[src/rtl/player_gun.sv]
// player_gun: ship column, multi-slot bullets and saturating BCD score.
// Ports: clk, reset(n), clear, buttons, ScoreClear, Enable, hit -> ship/bullets/score.
module player_gun #(
  parameter int COLS         = 32,
  parameter int ROWS         = 16,
  parameter int NBULLETS     = 4,
  parameter int SCORE_DIGITS = 2,
  parameter int POINTS       = 1,
  localparam int XW = $clog2(COLS),
  localparam int YW = $clog2(ROWS),
  localparam int SW = 4 * SCORE_DIGITS
) (
  input  logic                   clk,
  input  logic                   reset,
  input  logic                   clear,
  input  logic                   left,
  input  logic                   right,
  input  logic                   shoot,
  input  logic                   start,
  input  logic                   ScoreClear,
  input  logic                   Enable,
  input  logic [NBULLETS-1:0]    hit,
  output logic [XW-1:0]          posShip,
  output logic                   startPulse,
  output logic [NBULLETS*XW-1:0] bulletX,
  output logic [NBULLETS*YW-1:0] bulletY,
  output logic [NBULLETS-1:0]    BulletActive,
  output logic [SW-1:0]          Score
);

  // {start, shoot, right, left}
  logic [3:0] hist;
  logic [3:0] btn;
  logic [3:0] edg;

  logic [XW-1:0] pos_q, pos_d;
  logic          sp_q;
  logic [SW-1:0] score_q, score_d;

  logic [XW-1:0] bx_q [NBULLETS];
  logic [YW-1:0] by_q [NBULLETS];
  logic [XW-1:0] bx_d [NBULLETS];
  logic [YW-1:0] by_d [NBULLETS];
  logic [NBULLETS-1:0] act_q, act_d;
  logic [NBULLETS-1:0] load;
  logic                found;

  assign btn = {start, shoot, right, left};
  assign edg = btn & ~hist;

  // Adds p to a BCD value; any carry out of the top digit pins it at all nines.
  function automatic logic [SW-1:0] bcd_add(
    input logic [SW-1:0] s,
    input logic [3:0]    p
  );
    logic [4:0]    d;
    logic [3:0]    c;
    logic [SW-1:0] r;
    c = p;
    r = s;
    for (int i = 0; i < SCORE_DIGITS; i++) begin
      d = {1'b0, s[i*4 +: 4]} + {1'b0, c};
      if (d > 5'd9) begin
        r[i*4 +: 4] = 4'(d - 5'd10);
        c = 4'd1;
      end else begin
        r[i*4 +: 4] = d[3:0];
        c = 4'd0;
      end
    end
    if (c != 4'd0) r = {SCORE_DIGITS{4'h9}};
    return r;
  endfunction

  always_comb begin
    pos_d = pos_q;
    if (clear) begin
      pos_d = XW'(COLS / 2);
    end else if (edg[0] && !edg[1]) begin
      if (pos_q != '0) pos_d = pos_q - 1'b1;
    end else if (edg[1] && !edg[0]) begin
      if (pos_q != XW'(COLS - 1)) pos_d = pos_q + 1'b1;
    end
  end

  // Free-slot search runs on the pre-edge flags, so a slot freed
  // this cycle is not reusable until the next one.
  always_comb begin
    load  = '0;
    found = 1'b0;
    for (int i = 0; i < NBULLETS; i++) begin
      if (!act_q[i] && !found) begin
        load[i] = edg[2];
        found   = 1'b1;
      end
    end
  end

  always_comb begin
    score_d = score_q;
    act_d   = act_q;
    for (int i = 0; i < NBULLETS; i++) begin
      bx_d[i] = bx_q[i];
      by_d[i] = by_q[i];
      if (load[i]) begin
        bx_d[i]  = pos_q;
        by_d[i]  = YW'(ROWS - 2);
        act_d[i] = 1'b1;
      end else if (act_q[i] && hit[i]) begin
        act_d[i] = 1'b0;
        score_d  = bcd_add(score_d, 4'(POINTS));
      end else if (act_q[i] && Enable) begin
        if (by_q[i] != '0) by_d[i] = by_q[i] - 1'b1;
        else act_d[i] = 1'b0;
      end
    end
    if (clear) begin
      score_d = score_q;
      act_d   = '0;
      for (int i = 0; i < NBULLETS; i++) begin
        bx_d[i] = '0;
        by_d[i] = '0;
      end
    end
    if (ScoreClear) score_d = '0;
  end

  always_ff @(posedge clk or negedge reset) begin
    if (!reset) begin
      hist    <= '0;
      pos_q   <= XW'(COLS / 2);
      sp_q    <= 1'b0;
      score_q <= '0;
      act_q   <= '0;
      for (int i = 0; i < NBULLETS; i++) begin
        bx_q[i] <= '0;
        by_q[i] <= '0;
      end
    end else begin
      hist    <= btn;
      pos_q   <= pos_d;
      sp_q    <= edg[3];
      score_q <= score_d;
      act_q   <= act_d;
      for (int i = 0; i < NBULLETS; i++) begin
        bx_q[i] <= bx_d[i];
        by_q[i] <= by_d[i];
      end
    end
  end

  always_comb begin
    for (int i = 0; i < NBULLETS; i++) begin
      bulletX[i*XW +: XW] = bx_q[i];
      bulletY[i*YW +: YW] = by_q[i];
    end
  end

  assign posShip      = pos_q;
  assign startPulse   = sp_q;
  assign BulletActive = act_q;
  assign Score        = score_q;

endmodule

[config.mk]
export PLATFORM = sky130hd
export DESIGN_NAME = player_gun
export DESIGN_NICKNAME = d
export VERILOG_FILES = /design/src/rtl/player_gun.sv
export SDC_FILE = /design/constraint.sdc
export NUM_CORES = 1
export LEC_CHECK = 0
export ABC_CLOCK_PERIOD_IN_PS = 11100
export CELL_PAD_IN_SITES_DETAIL_PLACEMENT = 0
export CELL_PAD_IN_SITES_GLOBAL_PLACEMENT = 1
export CORE_MARGIN = 2
export CORE_UTILIZATION = 42
export CTS_CLUSTER_DIAMETER = 40
export DETAILED_ROUTE_END_ITERATION = 16
export HOLD_SLACK_MARGIN = 0.1
export PLACE_DENSITY_LB_ADDON = 0.1
export SLEW_MARGIN = 20
export SYNTH_ARGS = -nofsm -noshare
export SYNTH_HDL_FRONTEND = slang
export SYNTH_SLANG_ARGS = --single-unit
[constraint.sdc]
create_clock -name clk -period 11.1 [get_ports clk]
set_clock_uncertainty 0.15 [all_clocks]
set_input_delay 3.33 -clock clk [delete_from_list [all_inputs] [get_ports clk]]
set_output_delay 3.33 -clock clk [all_outputs]
set_load 0.02 [all_outputs]
==> results.sh <==
export IMPL_clkSinkCount=58
export IMPL_endpoint_kind="register"
export IMPL_dp_cells=782
export IMPL_initial_utilization_pct=42.9
export IMPL_critPathSlowestCell="or4_1"
export IMPL_layout_cells_non_filler=804
export IMPL_synth_seq_cells=58
export IMPL_hold_buffers=0
export IMPL_power_density_mw_per_mm2=91.2
export IMPL_fin_crit_sh_pct=96.4
export IMPL_met3_usage_pct=3.95
export IMPL_cts_buffer_depth=2
export IMPL_synth_edf_count=0
export IMPL_ant_nets=0
export IMPL_cp_max_fo=5
export IMPL_required_ns=11.21
export IMPL_post_route_min_period_ns=10.70
export IMPL_wl_per_cell_um=16.1
export IMPL_vias_per_cell=5.47
export IMPL_n_antenna_cell=0
export IMPL_ys_types=91
export IMPL_synth_cells=549
export IMPL_path_class="input pin to register"
export IMPL_antenna_found_initial=0
export IMPL_crit_family="simple AND/OR/NAND/NOR gates"
export IMPL_final_nets=700
export IMPL_cap_violations=0
export IMPL_worst_pin_slew_ns=0.854
export IMPL_portBuffers=66
export IMPL_syn2layout_area_growth_pct=31.5
export IMPL_grt_first_pass_wirelength_um=21700
export IMPL_first_pass_iters=4
export IMPL_status="completed"
export IMPL_cts_tree="done"
export IMPL_post_route_drc_count=0
export IMPL_vias=4397
export IMPL_grt_max_degree=59
export IMPL_clk_latency_ns=0.33
export IMPL_report_final_slew_viol_count=0
export IMPL_synth_nets=590
export IMPL_clk_pin_slew_ns=0.07
export IMPL_hp_class="register to register"
export IMPL_fmax_mhz=93.5
export IMPL_grtUsageMet1_pct=30.2
export IMPL_n_fill_cell=970
export IMPL_mappedNetlistArea_mm2=0.00463
export IMPL_die_h_um=109
export IMPL_fin_util_pct=56.4
export IMPL_rows=38
export IMPL_dieWidth_um=109
export IMPL_drt_iter0_drc=262
export IMPL_grt_busiest_layer="met2"
export IMPL_gr_usage_met2_pct=39.0
export IMPL_timing_slew_headroom_pct=42.3
export IMPL_final_hold_violation_count=0
export IMPL_synthFlopType="dfrtp_1"
export IMPL_overflow=0
export IMPL_start_kind="input pin"
export IMPL_dp_hpwl_um=9440
export IMPL_placeableCoreArea_mm2=0.0108
export IMPL_p_leak_uw=0.00257
export IMPL_ys_async_sr_fraction_pct=100
export IMPL_synth_warnings=0
export IMPL_routabilityCongestion=0.855
export IMPL_cts_root_buf="clkbuf_8"
export IMPL_ys_seq_area_share_pct=31.4
export IMPL_grt_usage_pct=23.1
export IMPL_timing_critical_path_mode_cell="ha_2"
export IMPL_numCtsBuffers=9
export IMPL_totalWireLength_um=12900
export IMPL_drive_above_1_share_pct=19.3
export IMPL_arrival_ns=10.81
export IMPL_finalSetupTns_ns=0
export IMPL_htree_levels=3
export IMPL_grt_pass1_vias=4424
export IMPL_pin_count=67
export IMPL_ir_drop_uv=79.3
export IMPL_setup_viol=0
export IMPL_dieArea_mm2=0.0119
export IMPL_syn_avg_cell_area_um2=8.44
export IMPL_crit_buf_inv=5
export IMPL_slowest_delay_ns=0.42
placed cells by master, fill, tap and decap left out, types with 4 or more instances in the layout:
cell,netlist,layout
nand2_1,76,75
clkdlybuf4s50_1,0,63
dfrtp_1,57,57
buf_4,2,55
a21oi_1,51,49
nor2_1,37,36
inv_1,30,29
ha_1,27,20
nor3_1,21,19
xnor2_1,15,15
o21ai_0,17,15
nand3_1,12,12
mux2i_1,12,12
clkbuf_8,0,11
and3_1,10,9
xor2_1,8,8
a21o_1,8,8
or3_1,7,7
nor2b_1,9,7
a21oi_2,4,6
a211oi_1,6,6
nand2b_1,6,6
and2_1,6,5
a211o_1,5,5
ha_2,0,5
nand4_1,4,4
o211ai_1,4,4
nor3b_1,4,4
area by class of cell:
| class | instances | area, um^2 | share of cell area [%] |
|---|---|---|---|
| flip-flops and latches | 58 | 1450 | 23.8 |
| well taps | 140 | 175 | 2.88 |
| clock inverters | 4 | 73.8 | 1.21 |
| clock buffers | 12 | 155 | 2.55 |
| inverters | 31 | 116 | 1.91 |
| repair buffers | 122 | 1070 | 17.6 |
| multi-input cells | 437 | 3050 | 50.0 |
synth_stat cells, drive strengths merged, types with 4 or more instances:
master / n / area, um^2
a211o: 6 / 53.8
a211oi: 6 / 45.0
a21o: 8 / 60.1
a21oi: 55 / 290
a221oi: 4 / 58.8
a31o: 4 / 35.0
and2: 9 / 61.3
and3: 10 / 62.6
buf: 9 / 65.1
clkbuf: 14 / 53.8
dfrtp: 57 / 1430
ha: 27 / 338
inv: 31 / 116
mux2i: 12 / 120
nand2: 76 / 285
nand2b: 6 / 37.5
nand3: 12 / 60.1
nand4: 4 / 25.0
nor2: 37 / 139
nor2b: 9 / 56.3
nor3: 22 / 115
nor3b: 4 / 30.0
o211ai: 5 / 42.5
o21a: 4 / 31.3
o21ai: 18 / 90.1
o31ai: 4 / 35.0
or2: 6 / 37.5
or3: 7 / 43.8
xnor2: 15 / 131
xor2: 8 / 70.1
state kept, by name, indices dropped and copies added, names as in the netlist:
register / flops
BulletActive: 4
Score: 8
bulletX: 20
bulletY: 16
hist: 4
posShip: 5
startPulse: 1
routing by layer:
metal | part of all wire (%) | vias up
li1 | - | 2202
met1 | 46 | 2118
met2 | 49 | 64
met3 | 3.1 | 13
met4 | 1.4 | 0
met5 | 0 | -
metrics by stage:
| stage | total power, uW | cell area [um^2] | hold WS (ns) | setup WS, ns |
|---|---|---|---|---|
| 2_1_floorplan | 288 | 4650 | 0.228 | 0.0532 |
| 3_3_place_gp | 330 | 5730 | 0.240 | -0.444 |
| 3_5_place_dp | 332 | 5730 | 0.232 | -0.676 |
| 4_1_cts | 559 | 5990 | 0.257 | 0.00784 |
| 5_1_grt | 580 | 6090 | 0.280 | -0.00614 |
| 6_report | 556 | 6090 | 0.258 | 0.401 |
where the power goes:
part	switching, uW	total, uW	internal (uW)
combinational	56.3	101	45.1
sequential	12.1	229	217
clock	85.8	225	139
cells by family (layout without fill, tap and decap cells):
family / after synthesis / count (layout) / synth area share, %
multiplexers: 13 / 13 / 2.84
AO/OA/AOI/OAI: 153 / 153 / 24.3
adder cells (fa/ha/maj): 28 / 28 / 7.73
flip-flops: 58 / 58 / 31.4
XOR/XNOR: 23 / 23 / 4.35
buffers and inverters: 54 / 169 / 5.08
AND/OR/NAND/NOR: 220 / 220 / 24.4
worst paths after layout:
check                                      from                 endpoint  slack (ns)  depth (start not counted)
max in group asynchronous                 reset  bulletY[10]$_DFFE_PN0P_        7.31                          2
min in group asynchronous                 reset   posShip[3]$_DFFE_PN0P_        2.99                          2
setup reg to reg           Score[0]$_DFFE_PN0P_     Score[1]$_DFFE_PN0P_        0.76                         53
setup / recovery                         hit[0]     Score[1]$_DFFE_PN0P_        0.40                         43
hold reg to reg               hist[3]$_DFF_PN0_     startPulse$_DFF_PN0_        0.26                          1
hold / removal                hist[3]$_DFF_PN0_     startPulse$_DFF_PN0_        0.26                          1
what timing repair did:
action                     in CTS  in global routing
pin swaps                       2                 10
setup endpoints to repair       5                  6
buffers inserted                1                  5
gates resized for setup         9                 20
Note: power is estimated with default switching activity, not from simulation.
